==> config.mk <==
export PLATFORM = sky130hd
export DESIGN_NAME = nibble_serial_sub_ctrl_flat
export DESIGN_NICKNAME = d
export VERILOG_FILES = /design/src/rtl/nibble_serial_sub_ctrl_if.sv /design/src/rtl/nibble_serial_sub_ctrl.sv /design/src/flat_wrapper.sv
export SDC_FILE = /design/constraint.sdc
export NUM_CORES = 1
export LEC_CHECK = 0
export ABC_AREA = 1
export CAP_MARGIN = 20
export CORE_MARGIN = 2
export CORE_UTILIZATION = 45
export DETAILED_ROUTE_END_ITERATION = 16
export GPL_TIMING_DRIVEN = 0
export PLACE_DENSITY = 0.85
export SLEW_MARGIN = 20
export SYNTH_ARGS = -nofsm -noshare
export SYNTH_HDL_FRONTEND = slang
export SYNTH_SLANG_ARGS = --single-unit
==> constraint.sdc <==
create_clock -name clk -period 2.2 [get_ports clk]
set_input_delay 0.44 -clock clk [delete_from_list [all_inputs] [get_ports clk]]
set_output_delay 0.44 -clock clk [all_outputs]
set_load 0.03 [all_outputs]
==> src/rtl/nibble_serial_sub_ctrl_if.sv <==
// Request/response handshake plus the 4-bit slice hookup for nibble_serial_sub_ctrl.
// The slave modport is the controller; the master modport is its environment.
interface nibble_serial_sub_ctrl_if #(parameter int WIDTH = 16);
  logic             start_valid;
  logic             start_ready;
  logic [WIDTH-1:0] A;
  logic [WIDTH-1:0] B;
  logic             Bin;
  logic             result_valid;
  logic             result_ready;
  logic [WIDTH-1:0] Diff;
  logic             Bout;
  logic             Zero;
  logic [3:0]       fs_A;
  logic [3:0]       fs_B;
  logic             fs_Bin;
  logic [3:0]       fs_Diff;
  logic             fs_Bout;

  modport slave (
    input  start_valid, A, B, Bin, result_ready, fs_Diff, fs_Bout,
    output start_ready, result_valid, Diff, Bout, Zero, fs_A, fs_B, fs_Bin
  );

  modport master (
    output start_valid, A, B, Bin, result_ready, fs_Diff, fs_Bout,
    input  start_ready, result_valid, Diff, Bout, Zero, fs_A, fs_B, fs_Bin
  );
endinterface

==> src/rtl/nibble_serial_sub_ctrl.sv <==
// Runs A - B - Bin through one external 4-bit subtractor slice, one nibble per cycle,
// LSB first, carrying the borrow in a register between nibbles.
module nibble_serial_sub_ctrl #(
  parameter int WIDTH = 16
) (
  input  logic                     clk,
  input  logic                     rst,
  nibble_serial_sub_ctrl_if.slave  bus
);
  localparam int NIBBLES = WIDTH / 4;
  localparam int IDX_W   = (NIBBLES > 1) ? $clog2(NIBBLES) : 1;
  localparam logic [IDX_W-1:0] LAST_IDX = IDX_W'(NIBBLES - 1);

  localparam logic [1:0] S_IDLE = 2'd0;
  localparam logic [1:0] S_RUN  = 2'd1;
  localparam logic [1:0] S_DONE = 2'd2;

  logic [1:0]       state_q, state_d;
  logic [IDX_W-1:0] idx_q, idx_d;
  logic             borrow_q, borrow_d;
  logic [WIDTH-1:0] a_q, a_d;
  logic [WIDTH-1:0] b_q, b_d;
  logic [WIDTH-1:0] diff_q, diff_d;
  logic             bout_q, bout_d;
  logic             zero_q, zero_d;

  logic             start_ready;
  logic [3:0]       fs_a, fs_b;
  logic             fs_bin;
  logic [WIDTH-1:0] diff_upd;

  // Held low during reset so nothing upstream believes a request was taken.
  assign start_ready = (state_q == S_IDLE) && !rst;

  always_comb begin
    state_d  = state_q;
    idx_d    = idx_q;
    borrow_d = borrow_q;
    a_d      = a_q;
    b_d      = b_q;
    diff_d   = diff_q;
    bout_d   = bout_q;
    zero_d   = zero_q;
    fs_a     = 4'd0;
    fs_b     = 4'd0;
    fs_bin   = 1'b0;

    // Result as it stands once the current nibble lands; Zero needs it on the last edge.
    diff_upd = diff_q;
    diff_upd[4*idx_q +: 4] = bus.fs_Diff;

    case (state_q)
      S_IDLE: begin
        if (bus.start_valid && start_ready) begin
          a_d      = bus.A;
          b_d      = bus.B;
          borrow_d = bus.Bin;
          idx_d    = '0;
          diff_d   = '0;
          state_d  = S_RUN;
        end
      end
      S_RUN: begin
        fs_a     = a_q[4*idx_q +: 4];
        fs_b     = b_q[4*idx_q +: 4];
        fs_bin   = borrow_q;
        diff_d   = diff_upd;
        borrow_d = bus.fs_Bout;
        if (idx_q == LAST_IDX) begin
          bout_d  = bus.fs_Bout;
          zero_d  = (diff_upd == '0);
          idx_d   = '0;
          state_d = S_DONE;
        end else begin
          idx_d = idx_q + 1'b1;
        end
      end
      S_DONE: begin
        if (bus.result_ready) state_d = S_IDLE;
      end
      default: state_d = S_IDLE;
    endcase
  end

  always_ff @(posedge clk) begin
    if (rst) begin
      state_q  <= S_IDLE;
      idx_q    <= '0;
      borrow_q <= 1'b0;
      a_q      <= '0;
      b_q      <= '0;
      diff_q   <= '0;
      bout_q   <= 1'b0;
      zero_q   <= 1'b0;
    end else begin
      state_q  <= state_d;
      idx_q    <= idx_d;
      borrow_q <= borrow_d;
      a_q      <= a_d;
      b_q      <= b_d;
      diff_q   <= diff_d;
      bout_q   <= bout_d;
      zero_q   <= zero_d;
    end
  end

  assign bus.start_ready  = start_ready;
  assign bus.result_valid = (state_q == S_DONE);
  assign bus.Diff         = diff_q;
  assign bus.Bout         = bout_q;
  assign bus.Zero         = zero_q;
  assign bus.fs_A         = fs_a;
  assign bus.fs_B         = fs_b;
  assign bus.fs_Bin       = fs_bin;
endmodule

==> src/flat_wrapper.sv <==
// flat-port wrapper written by rule: the top's interface ports become plain ports
module nibble_serial_sub_ctrl_flat 
#(
  parameter int WIDTH = 16
)
  (clk, rst, bus_start_valid, bus_A, bus_B, bus_Bin, bus_result_ready, bus_fs_Diff, bus_fs_Bout, bus_start_ready, bus_result_valid, bus_Diff, bus_Bout, bus_Zero, bus_fs_A, bus_fs_B, bus_fs_Bin);
  nibble_serial_sub_ctrl_if #(.WIDTH(WIDTH)) bus_i ();
  input  logic clk;
  input  logic rst;
  input wire logic [$bits(bus_i.start_valid)-1:0] bus_start_valid;
  input wire logic [$bits(bus_i.A)-1:0] bus_A;
  input wire logic [$bits(bus_i.B)-1:0] bus_B;
  input wire logic [$bits(bus_i.Bin)-1:0] bus_Bin;
  input wire logic [$bits(bus_i.result_ready)-1:0] bus_result_ready;
  input wire logic [$bits(bus_i.fs_Diff)-1:0] bus_fs_Diff;
  input wire logic [$bits(bus_i.fs_Bout)-1:0] bus_fs_Bout;
  output wire logic [$bits(bus_i.start_ready)-1:0] bus_start_ready;
  output wire logic [$bits(bus_i.result_valid)-1:0] bus_result_valid;
  output wire logic [$bits(bus_i.Diff)-1:0] bus_Diff;
  output wire logic [$bits(bus_i.Bout)-1:0] bus_Bout;
  output wire logic [$bits(bus_i.Zero)-1:0] bus_Zero;
  output wire logic [$bits(bus_i.fs_A)-1:0] bus_fs_A;
  output wire logic [$bits(bus_i.fs_B)-1:0] bus_fs_B;
  output wire logic [$bits(bus_i.fs_Bin)-1:0] bus_fs_Bin;
  assign bus_i.start_valid = bus_start_valid;
  assign bus_i.A = bus_A;
  assign bus_i.B = bus_B;
  assign bus_i.Bin = bus_Bin;
  assign bus_i.result_ready = bus_result_ready;
  assign bus_i.fs_Diff = bus_fs_Diff;
  assign bus_i.fs_Bout = bus_fs_Bout;
  assign bus_start_ready = bus_i.start_ready;
  assign bus_result_valid = bus_i.result_valid;
  assign bus_Diff = bus_i.Diff;
  assign bus_Bout = bus_i.Bout;
  assign bus_Zero = bus_i.Zero;
  assign bus_fs_A = bus_i.fs_A;
  assign bus_fs_B = bus_i.fs_B;
  assign bus_fs_Bin = bus_i.fs_Bin;
  nibble_serial_sub_ctrl #(.WIDTH(WIDTH)) u_core (.clk(clk), .rst(rst), .bus(bus_i));
endmodule
# After elaboration in Yosys (flattened, before gate mapping)
# Index checks and enable logic that the tools add are counted.
totals:
  elab_cells: 45
  reg_bits: 55
  in_bits: 42
classes:
  addsub: 2
  n_reduce_logical: 10
  shift: 4
  n_eq_ne: 6
  n_mux: 15
op_table:
  columns: ["op", "n"]
  rows:
  - ["negator 4 -> 34 bit", 1]
  - ["variable shift 4 x 34 -> 16 bit (first input constant)", 1]
  - ["variable part select 4 x 34 -> 16 bit", 1]
  - ["one-hot mux 16 bit (2 select lines)", 1]
  - ["variable part select 16 x 5 -> 4 bit", 2]
  - ["bitwise mux 16 bit", 1]
  - ["zero test 16 bit", 1]
  - ["2-to-1 mux 16 bit", 1]
  - ["2-to-1 mux 2 bit", 5]
  - ["2-to-1 mux 4 bit", 2]
  - ["one-hot mux 2 bit (3 select lines)", 1]
  - ["AND reduction 2 bit", 3]
  - ["equality test 2 bit (second input constant)", 2]
  - ["!= test 2 bit (second input constant)", 2]
  - ["one-hot mux 2 bit (2 select lines)", 1]
  - ["AND reduction 3 bit", 1]
  - ["adder 2 x 1 -> 2 bit (second input constant)", 1]
  - ["equality test 2 x 1 -> 1 bit (second input constant)", 1]
  - ["logical AND 1 bit", 2]
  - ["zero test 2 bit", 1]
  - ["2-to-1 mux 1 bit", 2]
  - ["!= test 2 x 1 -> 1 bit (second input constant)", 1]
  - ["one-hot mux 1 bit (2 select lines)", 1]
  - ["nonzero test 2 bit", 1]
  - ["zero test 1 bit", 1]

# Longest topological paths before layout
depth:
  word_depth: 5
  depth_mapped: 13
  mapped_depth_nobuf: 11

# Least setup slack after synthesis
# OpenSTA, ideal clock, no wires.
synth_timing:
  kind: "reg-to-reg"
  from: "register u_core.idx_q[0]"
  to: "register u_core.zero_q (netlist: u_core.bus.Zero)"
  path_buffers: 2
  t_arrival_ns: 1.862
  path_slack_ns: 0.208
  t_required_ns: 2.069
  path_stages_with_launch: 13
  cell_sequence: "dfxtp_1 > buf_2 > inv_2 > clkbuf_1 > ha_1 > nor2_2 > nand2_1 > o21ai_0 > nor2_1 > nand2_1 > nor2_1 > nand2_1 > a21oi_2"
synth_via:
  elab_chain_cells: 4
synth_rtl:
  columns: ["item", "line", "text"]
  rows:
  - ["start, declared", "nibble_serial_sub_ctrl.sv:19", "logic [IDX_W-1:0] idx_q, idx_d;"]
  - ["start signal, assigned", "nibble_serial_sub_ctrl.sv:97", "idx_q <= idx_d;"]
  - ["negator 4 -> 34 bit", "nibble_serial_sub_ctrl.sv:50", "diff_upd[4*idx_q +: 4] = bus.fs_Diff;"]
  - ["variable part select 4 x 34 -> 16 bit or variable shift 4 x 34 -> 16 bit (tied branches)", "nibble_serial_sub_ctrl.sv:50", null]
  - ["bitwise mux 16 bit", "nibble_serial_sub_ctrl.sv:50", null]
  - ["zero test 16 bit", "nibble_serial_sub_ctrl.sv:71", "zero_d = (diff_upd == '0);"]
  - ["end signal, assigned", "nibble_serial_sub_ctrl.sv:103", "zero_q <= zero_d;"]
  - ["end, declared", "nibble_serial_sub_ctrl.sv:25", "logic zero_q, zero_d;"]
# Parallel ways exist; a longest one is shown, timed or not.
# A chain may end at the register's enable or synchronous reset.

# Worst setup path after layout
layout_timing:
  from: "register u_core.state_q[1]"
  to: "output bus_result_valid"
layout_via:
  elab_chain_cells: 1
layout_rtl:
  columns: ["item", "line", "text"]
  rows:
  - ["start, declared", "nibble_serial_sub_ctrl.sv:18", "logic [1:0] state_q, state_d;"]
  - ["start signal, assigned", "nibble_serial_sub_ctrl.sv:96", "state_q <= state_d;"]
  - ["equality test 2 bit", "nibble_serial_sub_ctrl.sv:108", "assign bus.result_valid = (state_q == S_DONE);"]
  - ["end, declared", "flat_wrapper.sv:18", "output wire logic [$bits(bus_i.result_valid)-1:0] bus_result_valid;"]
# No other way between the ends.

==> impl_metrics.env <==
export IMPL_outcome="finished clean"
export IMPL_drt_first_pass_iters=4
export IMPL_place_inst=536
export IMPL_crit_type="flip-flop to output port"
export IMPL_ctsLongestPathBuffers=2
export IMPL_synthSimpleGateAreaFrac_pct=25.8
export IMPL_p_per_area_nw_per_um2=623
export IMPL_path_max_fanout=3
export IMPL_cts_made_buffers=5
export IMPL_fp_row_count=28
export IMPL_arrival_ns=1.64
export IMPL_setup_tns_ns=0
export IMPL_p_switching_mw=0.714
export IMPL_ys_types=22
export IMPL_final_nets=516
export IMPL_drt_total_wl_um=7170
export IMPL_power_internal_mw=1.50
export IMPL_total_leakage_power_nw=1.44
export IMPL_port_buffers=70
export IMPL_yosysMostFrequentCell="nand2_1"
export IMPL_relSlewSlack_pct=66.1
export IMPL_setup_viol=0
export IMPL_p_clk_share_pct=26.5
export IMPL_period_needed_ns=2.08
export IMPL_synth_top_family_by_area="simple AND/OR/NAND/NOR gates"
export IMPL_synth_edff_count=0
export IMPL_die_w_um=80.9
export IMPL_final_core_util_pct=61.2
export IMPL_drc=0
export IMPL_grt_pass1_wl_um=11700
export IMPL_p_seq_share_pct=49.2
export IMPL_track_usage_pct=22.8
export IMPL_fin_crit_sh_pct=94.6
export IMPL_routabilityCongestion=0.917
export IMPL_netlist_area_sq_um=2660
export IMPL_fp_dieH_um=80.9
export IMPL_worstMarginPinSlew_ns=0.508
export IMPL_synth_top_area_share_pct=41.4
export IMPL_post_route_cell_area_sq_um=3560
export IMPL_pwr_share_comb_pct=24.3
export IMPL_pin_count=71
export IMPL_synth_fp_nets=439
export IMPL_clock_sinks=55
export IMPL_ys_top_cells_by_area="dfxtp_1, nand2_1, a21oi_1"
export IMPL_synthCells=391
export IMPL_worstPathRequired_ns=1.76
export IMPL_synth_compound_area_share_pct=19.9
export IMPL_grt_pass1_vias=2651
export IMPL_clk_root_buffer_cell="clkbuf_8"
export IMPL_dieArea_sq_um=6540
export IMPL_finalPower_mw=2.22
export IMPL_clk_pin_slew_ns=0.11
export IMPL_dpl_cell_area_sq_um=3460
export IMPL_synthAdderAreaFrac_pct=2.82
export IMPL_via_count=2794
export IMPL_synth_top_cell_by_area="dfxtp_1"
export IMPL_drt_wirelength_per_cell_um=13.2
export IMPL_cts_tree="done"
export IMPL_swShare_pct=32.2
export IMPL_antenna_found_initial=0
export IMPL_dpl_hpwl_um=5330
export IMPL_drive_gt1_share_pct=9.38
export IMPL_postRouteAntennaNets=0
export IMPL_yosys_warnings=0
export IMPL_synth_mux_area_fraction_pct=0
export IMPL_grt_max_degree=19
export IMPL_final_hold_viol_count=0
export IMPL_finClkSkew_ns=0.0152
export IMPL_vdd_ir_drop_max_uv=349
export IMPL_ys_async_sr_fraction_pct=0
export IMPL_htree_levels=2
export IMPL_gr_total_overflow=0
export IMPL_area_growth_pct=33.7
export IMPL_synth_area_per_cell_sq_um=6.81
export IMPL_start_util_pct=45.8
export IMPL_insertedDiodeCount=0
export IMPL_coreArea_sq_um=5820
export IMPL_drv_slew=0
export IMPL_synth_main_ff_cell="dfxtp_1"
export IMPL_startpoint_type="flip-flop"
export IMPL_ys_seq_elements=55
export IMPL_viasPerCell=5.14
export IMPL_endpoint_kind="output port"
export IMPL_drt_iter0_markers=152
export IMPL_synth_common_cells="nand2_1, a21oi_1, dfxtp_1"
export IMPL_fmax_ghz=0.480
export IMPL_yosysSeqAreaShare_pct=41.4
export IMPL_hold_class="flip-flop to flip-flop"
export IMPL_stdcell_count=544
export IMPL_maxCapViolations=0
export IMPL_rsz0062_at_grt="no"
export IMPL_clk_insertion_delay_late_ns=0.32
export IMPL_synth_xor_area_share_pct=0
-- state kept, by name, indices dropped and copies added, names as in the netlist --
| signal | flops |
|---|---|
| u_core.b_q | 16 |
| u_core.bus.Bout | 1 |
| u_core.bus.Diff | 16 |
| u_core.bus.Zero | 1 |
| u_core.state_q | 2 |
| u_core.a_q | 16 |
| u_core.idx_q | 2 |
| u_core.borrow_q | 1 |
-- logic make-up (layout without fill, tap and decap cells) --
group,count (synthesis),in the layout
fa+ha+maj,6,6
simple gates,163,163
compound gates,105,105
buf+inv,62,140
flops,55,55
-- power groups by stage --
| stage | clock (mW) | sequential, mW | combinational (mW) |
|---|---|---|---|
| 6_report | 0.587 | 1.09 | 0.540 |
| 5_1_grt | 0.620 | 1.09 | 0.597 |
| 4_1_cts | 0.585 | 1.08 | 0.529 |
| 3_5_place_dp | 0 | 1.11 | 0.529 |
| 3_3_place_gp | 0 | 1.10 | 0.520 |
| 2_1_floorplan | 0 | 1.11 | 0.319 |
-- area by class of cell --
| type | count | area (sq um) |
|---|---|---|
| fill | 571 | 2260 |
| multi-input combinational | 274 | 1300 |
| sequential | 55 | 1110 |
| timing repair buffer | 71 | 674 |
| inverter | 42 | 163 |
| buffer | 19 | 124 |
| tap | 75 | 93.8 |
| clock buffer | 5 | 68.8 |
| clock inverter | 3 | 25.0 |
-- cell usage in the layout (no fill, tap or decap), drive strengths merged --
master / synthesis / final
nand2: 104 / 104
dfxtp: 55 / 55
a21oi: 61 / 61
clkinvlp: 0 / 1
nand3: 29 / 29
dlygate4sd2: 0 / 1
inv: 40 / 40
a31oi: 1 / 1
clkbuf: 10 / 15
nor2: 29 / 29
nor3: 1 / 1
clkinv: 2 / 4
clkdlybuf4s50: 0 / 60
buf: 10 / 19
o21ai: 43 / 43
ha: 6 / 6
-- worst paths after layout --
path	slack, ns	depth (start not counted)	start	end
worst min-delay path	0.46	2	u_core.b_q[4]	u_core.b_q[4]
worst max register to register	0.30	11	u_core.idx_q[0]	u_core.bus.Zero
worst min register to register	0.46	2	u_core.b_q[4]	u_core.b_q[4]
worst max-delay path	0.12	3	u_core.state_q[1]	bus_result_valid
-- metal layers --
layer	vias up	part of all wire [%]	GRT usage, %
met1	1253	42	25.7
met5	-	0	0
met2	113	49	42.0
met3	15	6.2	4.33
li1	1413	-	-
met4	0	2.2	8.81
-- stage by stage --
step           setup WS, ns  hold WS [ns]
3_5_place_dp         -0.411         0.447
6_report              0.118         0.463
3_3_place_gp         -0.388         0.438
2_1_floorplan         0.208         0.429
5_1_grt              0.0100         0.477
4_1_cts              0.0138         0.462
-- worst max-delay path, cell delays in order, from the launching register on --
cell and delay, ns:
dfxtp_1 0.43, inv_1 0.07, nor2_1 0.12, clkdlybuf4s50_1 0.69
-- timing repair --
action                                  CTS  global route
endpoints found under the setup margin   18            11
pin swaps                                 0             1
hold buffers                              0             0
buffers inserted                          0             1
resized for setup                        55            13
No activity file was read; power rests on OpenSTA's default activity.
